<file path="config.mk">
export PLATFORM = sky130hd
export DESIGN_NAME = alu_seq_flat
export DESIGN_NICKNAME = d
export VERILOG_FILES = /design/src/rtl/alu_seq_if.sv /design/src/rtl/alu_seq.sv /design/src/flat_wrapper.sv
export SDC_FILE = /design/constraint.sdc
export NUM_CORES = 1
export LEC_CHECK = 0
export CAP_MARGIN = 20
export CORE_MARGIN = 3
export CORE_UTILIZATION = 43
export CTS_CLUSTER_SIZE = 28
export DETAILED_ROUTE_END_ITERATION = 8
export PLACE_DENSITY = 0.92
export SYNTH_ARGS = -nofsm -noshare
export SYNTH_HDL_FRONTEND = slang
export SYNTH_SLANG_ARGS = --single-unit
</file>
<file path="constraint.sdc">
create_clock -name i_clk -period 2.2 [get_ports i_clk]
set_input_delay 0.66 -clock i_clk [delete_from_list [all_inputs] [get_ports i_clk]]
set_output_delay 0.66 -clock i_clk [all_outputs]
set_load 0.02 [all_outputs]
</file>
<file path="src/rtl/alu_seq_if.sv">
// rtl/alu_seq_if.sv - request/response bus between the issue logic and the alu sequencer
interface alu_seq_if #(
  parameter int WIDTH = 32
);
  logic             req;
  logic [3:0]       op;
  logic [WIDTH-1:0] opa;
  logic [WIDTH-1:0] opb;
  logic             cin;
  logic             abort;
  logic             ready;
  logic             done;
  logic [WIDTH-1:0] result;
  logic [WIDTH-1:0] res_do;
  logic [3:0]       res_flags;

  modport master (
    output req, op, opa, opb, cin, abort,
    input  ready, done, result, res_do, res_flags
  );

  modport slave (
    input  req, op, opa, opb, cin, abort,
    output ready, done, result, res_do, res_flags
  );
endinterface

</file>
<file path="src/rtl/alu_seq.sv">
// rtl/alu_seq.sv - sequencer driving one combinational alu from registers
// Single-cycle ops take one execute cycle; INST 6 loops ITER passes with registered DO->DI feedback.
module alu_seq #(
  parameter int WIDTH = 32,
  parameter int ITER  = 32,
  parameter int CW    = 6
) (
  input  logic             i_clk,
  input  logic             i_rst_n,
  alu_seq_if.slave         bus,
  output logic [3:0]       o_alu_inst,
  output logic [WIDTH-1:0] o_alu_a,
  output logic [WIDTH-1:0] o_alu_b,
  output logic [WIDTH-1:0] o_alu_di,
  output logic             o_alu_ci,
  output logic             o_alu_fc,
  input  logic [WIDTH-1:0] i_alu_z,
  input  logic [WIDTH-1:0] i_alu_do,
  input  logic [3:0]       i_alu_flags
);

  localparam logic [1:0]    S_IDLE    = 2'd0;
  localparam logic [1:0]    S_EXEC    = 2'd1;
  localparam logic [1:0]    S_DIVI    = 2'd2;
  localparam logic [1:0]    S_FIN     = 2'd3;
  localparam logic [3:0]    OP_DIVI   = 4'd6;
  localparam logic [CW-1:0] LAST_PASS = CW'(ITER - 1);

  logic [1:0]       r_state;
  logic [CW-1:0]    r_cnt;
  logic [3:0]       r_inst;
  logic [WIDTH-1:0] r_a;
  logic [WIDTH-1:0] r_b;
  logic [WIDTH-1:0] r_di;
  logic             r_ci;
  logic             r_fc;
  logic [WIDTH-1:0] r_result;
  logic [WIDTH-1:0] r_res_do;
  logic [3:0]       r_res_flags;
  logic             w_last_pass;

  assign w_last_pass = (r_cnt == LAST_PASS);

  always_ff @(posedge i_clk or negedge i_rst_n) begin
    if (!i_rst_n) begin
      r_state     <= S_IDLE;
      r_cnt       <= '0;
      r_inst      <= '0;
      r_a         <= '0;
      r_b         <= '0;
      r_di        <= '0;
      r_ci        <= 1'b0;
      r_fc        <= 1'b0;
      r_result    <= '0;
      r_res_do    <= '0;
      r_res_flags <= '0;
    end else begin
      case (r_state)
        S_IDLE: begin
          // abort is deliberately ignored here so a colliding request still starts
          if (bus.req) begin
            r_inst <= bus.op;
            r_a    <= bus.opa;
            r_b    <= bus.opb;
            r_ci   <= bus.cin;
            r_di   <= '0;
            r_cnt  <= '0;
            if (bus.op == OP_DIVI) begin
              r_fc    <= 1'b1;
              r_state <= S_DIVI;
            end else begin
              r_fc    <= 1'b0;
              r_state <= S_EXEC;
            end
          end
        end
        S_EXEC: begin
          if (bus.abort) begin
            r_state <= S_IDLE;
          end else begin
            r_result    <= i_alu_z;
            r_res_do    <= i_alu_do;
            r_res_flags <= i_alu_flags;
            r_state     <= S_FIN;
          end
        end
        S_DIVI: begin
          r_fc <= 1'b0;
          if (bus.abort) begin
            r_state <= S_IDLE;
          end else if (w_last_pass) begin
            r_result    <= i_alu_z;
            r_res_do    <= i_alu_do;
            r_res_flags <= i_alu_flags;
            r_state     <= S_FIN;
          end else begin
            // feedback is registered so the alu never sees a combinational loop
            r_b   <= i_alu_z;
            r_di  <= i_alu_do;
            r_cnt <= r_cnt + 1'b1;
          end
        end
        S_FIN: begin
          r_state <= S_IDLE;
        end
        default: begin
          r_state <= S_IDLE;
        end
      endcase
    end
  end

  assign bus.ready     = (r_state == S_IDLE);
  assign bus.done      = (r_state == S_FIN);
  assign bus.result    = r_result;
  assign bus.res_do    = r_res_do;
  assign bus.res_flags = r_res_flags;

  assign o_alu_inst = r_inst;
  assign o_alu_a    = r_a;
  assign o_alu_b    = r_b;
  assign o_alu_di   = r_di;
  assign o_alu_ci   = r_ci;
  assign o_alu_fc   = r_fc;

endmodule

</file>
<file path="src/flat_wrapper.sv">
// flat-port wrapper written by rule: the top's interface ports become plain ports
module alu_seq_flat 
#(
  parameter int WIDTH = 32,
  parameter int ITER  = 32,
  parameter int CW    = 6
)
  (i_clk, i_rst_n, o_alu_inst, o_alu_a, o_alu_b, o_alu_di, o_alu_ci, o_alu_fc, i_alu_z, i_alu_do, i_alu_flags, bus_req, bus_op, bus_opa, bus_opb, bus_cin, bus_abort, bus_ready, bus_done, bus_result, bus_res_do, bus_res_flags);
  alu_seq_if #(.WIDTH(WIDTH)) bus_i ();
  input  logic i_clk;
  input  logic i_rst_n;
  output logic [3:0] o_alu_inst;
  output logic [WIDTH-1:0] o_alu_a;
  output logic [WIDTH-1:0] o_alu_b;
  output logic [WIDTH-1:0] o_alu_di;
  output logic o_alu_ci;
  output logic o_alu_fc;
  input  logic [WIDTH-1:0] i_alu_z;
  input  logic [WIDTH-1:0] i_alu_do;
  input  logic [3:0] i_alu_flags;
  input wire logic [$bits(bus_i.req)-1:0] bus_req;
  input wire logic [$bits(bus_i.op)-1:0] bus_op;
  input wire logic [$bits(bus_i.opa)-1:0] bus_opa;
  input wire logic [$bits(bus_i.opb)-1:0] bus_opb;
  input wire logic [$bits(bus_i.cin)-1:0] bus_cin;
  input wire logic [$bits(bus_i.abort)-1:0] bus_abort;
  output wire logic [$bits(bus_i.ready)-1:0] bus_ready;
  output wire logic [$bits(bus_i.done)-1:0] bus_done;
  output wire logic [$bits(bus_i.result)-1:0] bus_result;
  output wire logic [$bits(bus_i.res_do)-1:0] bus_res_do;
  output wire logic [$bits(bus_i.res_flags)-1:0] bus_res_flags;
  assign bus_i.req = bus_req;
  assign bus_i.op = bus_op;
  assign bus_i.opa = bus_opa;
  assign bus_i.opb = bus_opb;
  assign bus_i.cin = bus_cin;
  assign bus_i.abort = bus_abort;
  assign bus_ready = bus_i.ready;
  assign bus_done = bus_i.done;
  assign bus_result = bus_i.result;
  assign bus_res_do = bus_i.res_do;
  assign bus_res_flags = bus_i.res_flags;
  alu_seq #(.WIDTH(WIDTH), .ITER(ITER), .CW(CW)) u_core (.i_clk(i_clk), .i_rst_n(i_rst_n), .bus(bus_i), .o_alu_inst(o_alu_inst), .o_alu_a(o_alu_a), .o_alu_b(o_alu_b), .o_alu_di(o_alu_di), .o_alu_ci(o_alu_ci), .o_alu_fc(o_alu_fc), .i_alu_z(i_alu_z), .i_alu_do(i_alu_do), .i_alu_flags(i_alu_flags));
endmodule
</file>
=== After elaboration in Yosys (flattened, before gate mapping) ===
Index checks and enable logic that the tools add are counted.

* Register bits after elaboration: 178
* Bits of input ports: 141
* Logic and storage cells: 64

* $add $sub $neg: 1
* Equality and inequality tests: 11
* Mux-type cells: 33
* Reductions and logical operators: 8

{| class="wikitable"
|+ Operators with widths
! cell !! count
|-
| $mux W32 || 12
|-
| $pmux W32 S2 || 4
|-
| $mux W6 || 3
|-
| $mux W4 || 3
|-
| $pmux W6 S2 || 1
|-
| $mux W2 || 5
|-
| $ne A2 B2 Y1 const B || 4
|-
| $pmux W2 S4 || 1
|-
| $pmux W4 S2 || 1
|-
| $reduce_and A4 Y1 || 2
|-
| $add A6 B1 Y6 const B || 1
|-
| $eq A6 B5 Y1 const B || 1
|-
| $reduce_and A2 Y1 || 3
|-
| $eq A2 B2 Y1 const B || 2
|-
| $eq A4 B3 Y1 const B || 1
|-
| $reduce_bool A2 Y1 || 2
|-
| $ne A3 B2 Y1 const B || 1
|-
| $eq A2 B1 Y1 const B || 1
|-
| $logic_not A2 Y1 || 1
|-
| $mux W1 || 2
|-
| $ne A2 B1 Y1 const B || 1
|-
| $pmux W1 S2 || 1
|}

=== Longest topological paths before layout ===
* Depth after elaboration: 4
* Mapped depth: 9
* Mapped depth without buffers: 6

=== Worst setup path before layout ===
OpenSTA, ideal clock, no wires.

* Kind: reg-to-reg
* Start point: register u_core.r_state[0]
* End point: register u_core.r_b[10] (netlist: u_core.o_alu_b[10])
* Setup time: 0.125 ns
* Arrival time: 1.963 ns
* Data required time: 2.075 ns
* Setup slack: 0.112 ns
* Cell stages (with the launch flop): 10
* Buffers on the path: 3
* Clock period less this slack: 2.088 ns
* Cells stage by stage: dfrtp_1 -> inv_1 -> ha_1 -> buf_2 -> and2b_4 -> a21o_1 -> nor2b_4 -> buf_6 -> buf_6 -> mux2_4

* Word-level cells in the longest chain between the ends: 3
* Elaborated cells on any way between the ends: 8
* Those cells by class: eq/ne (4); mux (1); reduce/logical (3)

{| class="wikitable"
|+ Ends and longest elaborated chain
! element !! line !! source
|-
| start, declared || alu_seq.sv:29 || <nowiki>logic [1:0] r_state;</nowiki>
|-
| start signal, assigned || alu_seq.sv:46 || <nowiki>r_state <= S_IDLE;</nowiki>
|-
| start signal, assigned || alu_seq.sv:70 || <nowiki>r_state <= S_DIVI;</nowiki>
|-
| start signal, assigned || alu_seq.sv:73 || <nowiki>r_state <= S_EXEC;</nowiki>
|-
| $logic_not A2 Y1 (*) || -- ||
|-
| via bus_ready || flat_wrapper.sv:27 || <nowiki>output wire logic [$bits(bus_i.ready)-1:0] bus_ready;</nowiki>
|-
| $ne A2 B2 Y1 (no line) or $reduce_bool A2 Y1 (tied branches) || -- ||
|-
| $reduce_and A4 Y1 (no line) || -- ||
|-
| end signal, assigned || alu_seq.sv:64 || <nowiki>r_b <= bus.opb;</nowiki>
|-
| end signal, assigned || alu_seq.sv:98 || <nowiki>r_b <= i_alu_z;</nowiki>
|-
| end, declared || alu_seq.sv:33 || <nowiki>logic [WIDTH-1:0] r_b;</nowiki>
|}

Mark *: on every way through the listed nets, which the timed path passes. The rest lies on a longest branch.
A chain may end at the register's enable or synchronous reset.

=== Worst setup path after layout ===
* Start point: register u_core.r_b[24] (netlist: u_core.o_alu_b[24])
* End point: output o_alu_b[24]

{| class="wikitable"
|+ RTL lines
! element !! line !! source
|-
| end, declared || flat_wrapper.sv:14 || <nowiki>output logic [WIDTH-1:0] o_alu_b;</nowiki>
|}

No word-level cell between the ends.

==> results.toml <==
[yosys]
synth_cells = 463
synth_area_per_cell_um2 = 15.87
syn_nets = 609
yosysSeqAreaShare_pct = 60.62
synth_edf_count = 0
synth_area_um2 = 7348
synth_seq_cells = 178
synth_cell_type_count = 37
async_flop_share_pct = 100.0
ys.flop_type = "dfrtp_1"
ys_warn_count = 0

[place]
port_buffers = 312
place_congestion = 0.7386
dp_cells = 992
dp_hpwl_um = 14240

[global_routing]
grt_max_degree = 43
grt_use_total_pct = 20.50
grt_first_pass_wirelength_um = 29760
antenna_found_initial = 0
grt_overflow = 0
grt_pass1_vias = 5467

[pwr]
vdd_drop_max_uv = 942.0
p_total_w = 0.01858
comb_power_share_pct = 51.5
seq_power_share_pct = 30.7
p_int_w = 0.01204
power_leakage_nw = 4.914
power.density_nw_per_um2 = 1615
p_clk_share_pct = 17.8
p_switching_w = 0.006536
p_sw_share_pct = 35.18

[timing]
setup_viol_count_final = 0
slew_headroom_pct = 70.55
final.min_clock_period_ns = 2.092
rsz0062_at_grt = "false"
whs_ns = 0.1475
clock_skew_ns = 0.01160
fin_crit_sh_pct = 95.09
tightest_slew_ns = 0.4358
slew_violations = 0
hold_viol_final = 0
clock.fmax_ghz = 0.4780

[setup_path]
cp-end-kind = "primary output"
cp_max_fo = 2
cpPeakStageDelay_ns = 0.65
cp_cell_sequence = "clkdlybuf4s50_1"
crit_buf_inv = 1
worstSetupPathType = "flip-flop to primary output"
start_kind = "flip-flop"
cp_slowest_cell = "clkdlybuf4s50_1"
cp_top_family = "buffers and inverters"
arrival_ns = 1.43
cp.required_ns = 1.54

[floorplanning]
die_area_um2 = 18690
start_util_pct = 44.15
num_rows = 47
die_y_um = 136.7
coreArea_um2 = 16640
die_w_um = 136.7
io_pins = 313

[cts]
htree_levels = 4
clk_latency_ns = 0.42
hold_buffers = 0
cts_tree = "built"
cts.reportedPaths.clkPinSlew_ns = 0.07
clockBufferDepth = 2
cts_buffers = 17
cts_root_buf = "clkbuf_16"
clkSinkCount = 178
cts_setup_buffers = 0

[cells_and_area]
antenna_cells = 0
syn2layout_area_growth_pct = 56.56
fin_cells = 1023
final_core_util_pct = 69.13
drive_above_1_share_pct = 26.90
mostFrequentLayoutCell = "clkdlybuf4s50_1"
final_cell_mix = "clkdlybuf4s50_1, dfrtp_1, mux2_2"
final_nets = 937

[drt]
first_iter_violations = 179
postRouteAntennaNets = 0
first_pass_iters = 4
vias = 5104
via_per_inst = 4.989
wl_per_cell_um = 18.73
routed_wl_um = 19160
drc = 0

[hold_path]
min_path_type = "input port to async pin"

[run]
max-cap-violations = 0

[outcome]
status = "complete, no violations"
through the flow:
stage	TNS [ns]	area (um2)	worst slack [ns]
floorplan	0	7348	0.1124
global route	0	11500	0.02738
global placement	-5.922	10860	-0.1584
CTS	0	11510	0.03005
detailed placement	-9.510	10860	-0.2023
finish	0	11500	0.1079
synthesized netlist by cell type (4+ instances only):
master / n / area [um2]
mux2_2: 124 / 1396
a22o_1: 32 / 280.3
buf_2: 12 / 60.06
mux2_1: 20 / 225.2
inv_1: 6 / 22.52
buf_4: 5 / 37.54
nand2_1: 5 / 18.77
mux2_4: 26 / 390.4
nand2b_1: 6 / 37.54
ha_1: 5 / 62.56
dfrtp_1: 178 / 4454
buf_6: 7 / 78.83
a21oi_1: 4 / 20.02
registers in the layout, summed over array words and instances, names as in the netlist:
register              count
u_core.r_cnt              6
u_core.bus.result        32
u_core.o_alu_di          32
u_core.bus.res_flags      4
u_core.bus.res_do        32
u_core.o_alu_inst         4
u_core.o_alu_b           32
u_core.r_state            2
u_core.o_alu_a           32
u_core.o_alu_ci           1
u_core.o_alu_fc           1
cell type report:
class                      instances  area (um2)
clock buffer                      19       452.9
clock inverter                    12       198.9
fill                            1130        5137
inverter                           6       22.52
multi-input combinational        251        2683
sequential                       178        4454
tap                              220       275.3
timing repair buffer             337        3418
routing by layer:
metal	global-route usage (%)	share of wire, %	vias up
met5	0	0	-
met4	4.815	1.2	0
met3	7.316	8.0	18
met2	35.32	52	188
met1	24.64	38	2571
li1	-	-	2327
cell families after synthesis:
kind of cell	after synthesis	synth area share [%]
flip-flops	178	60.62
multiplexers	171	27.52
buffers and inverters	34	2.912
adder cells (fa/ha/maj)	5	0.8514
AO/OA/AOI/OAI	50	5.772
AND/OR/NAND/NOR	25	2.333
power groups by stage:
stage          clock network, W  logic [W]  registers, W
6_report                0.00331    0.00956       0.00571
5_1_grt                 0.00353     0.0101       0.00590
4_1_cts                 0.00339    0.00969       0.00572
3_5_place_dp                  0    0.00967       0.00575
3_3_place_gp                  0    0.00948       0.00568
2_1_floorplan                 0    0.00344       0.00755
final timing paths:
kind / from / endpoint / slack (ns) / cells past startpoint
min: i_rst_n / u_core.bus.result[12] / 0.15 / 1
max reg2reg: u_core.r_state[0] / u_core.o_alu_b[7] / 0.12 / 8
min reg2reg: u_core.bus.res_do[18] / u_core.bus.res_do[18] / 0.48 / 1
max in group asynchronous: i_rst_n / u_core.bus.result[17] / 1.42 / 2
min in group i_clk: u_core.bus.res_do[18] / u_core.bus.res_do[18] / 0.48 / 1
max: u_core.o_alu_b[24] / o_alu_b[24] / 0.11 / 1
what timing repair did:
| item | in CTS | in global routing |
|---|---|---|
| endpoints found under the setup margin | 2 | 1 |
| resized for setup | 2 | 2 |
| hold endpoints to repair | 0 | 0 |
No activity file was read; power rests on OpenSTA's default activity.
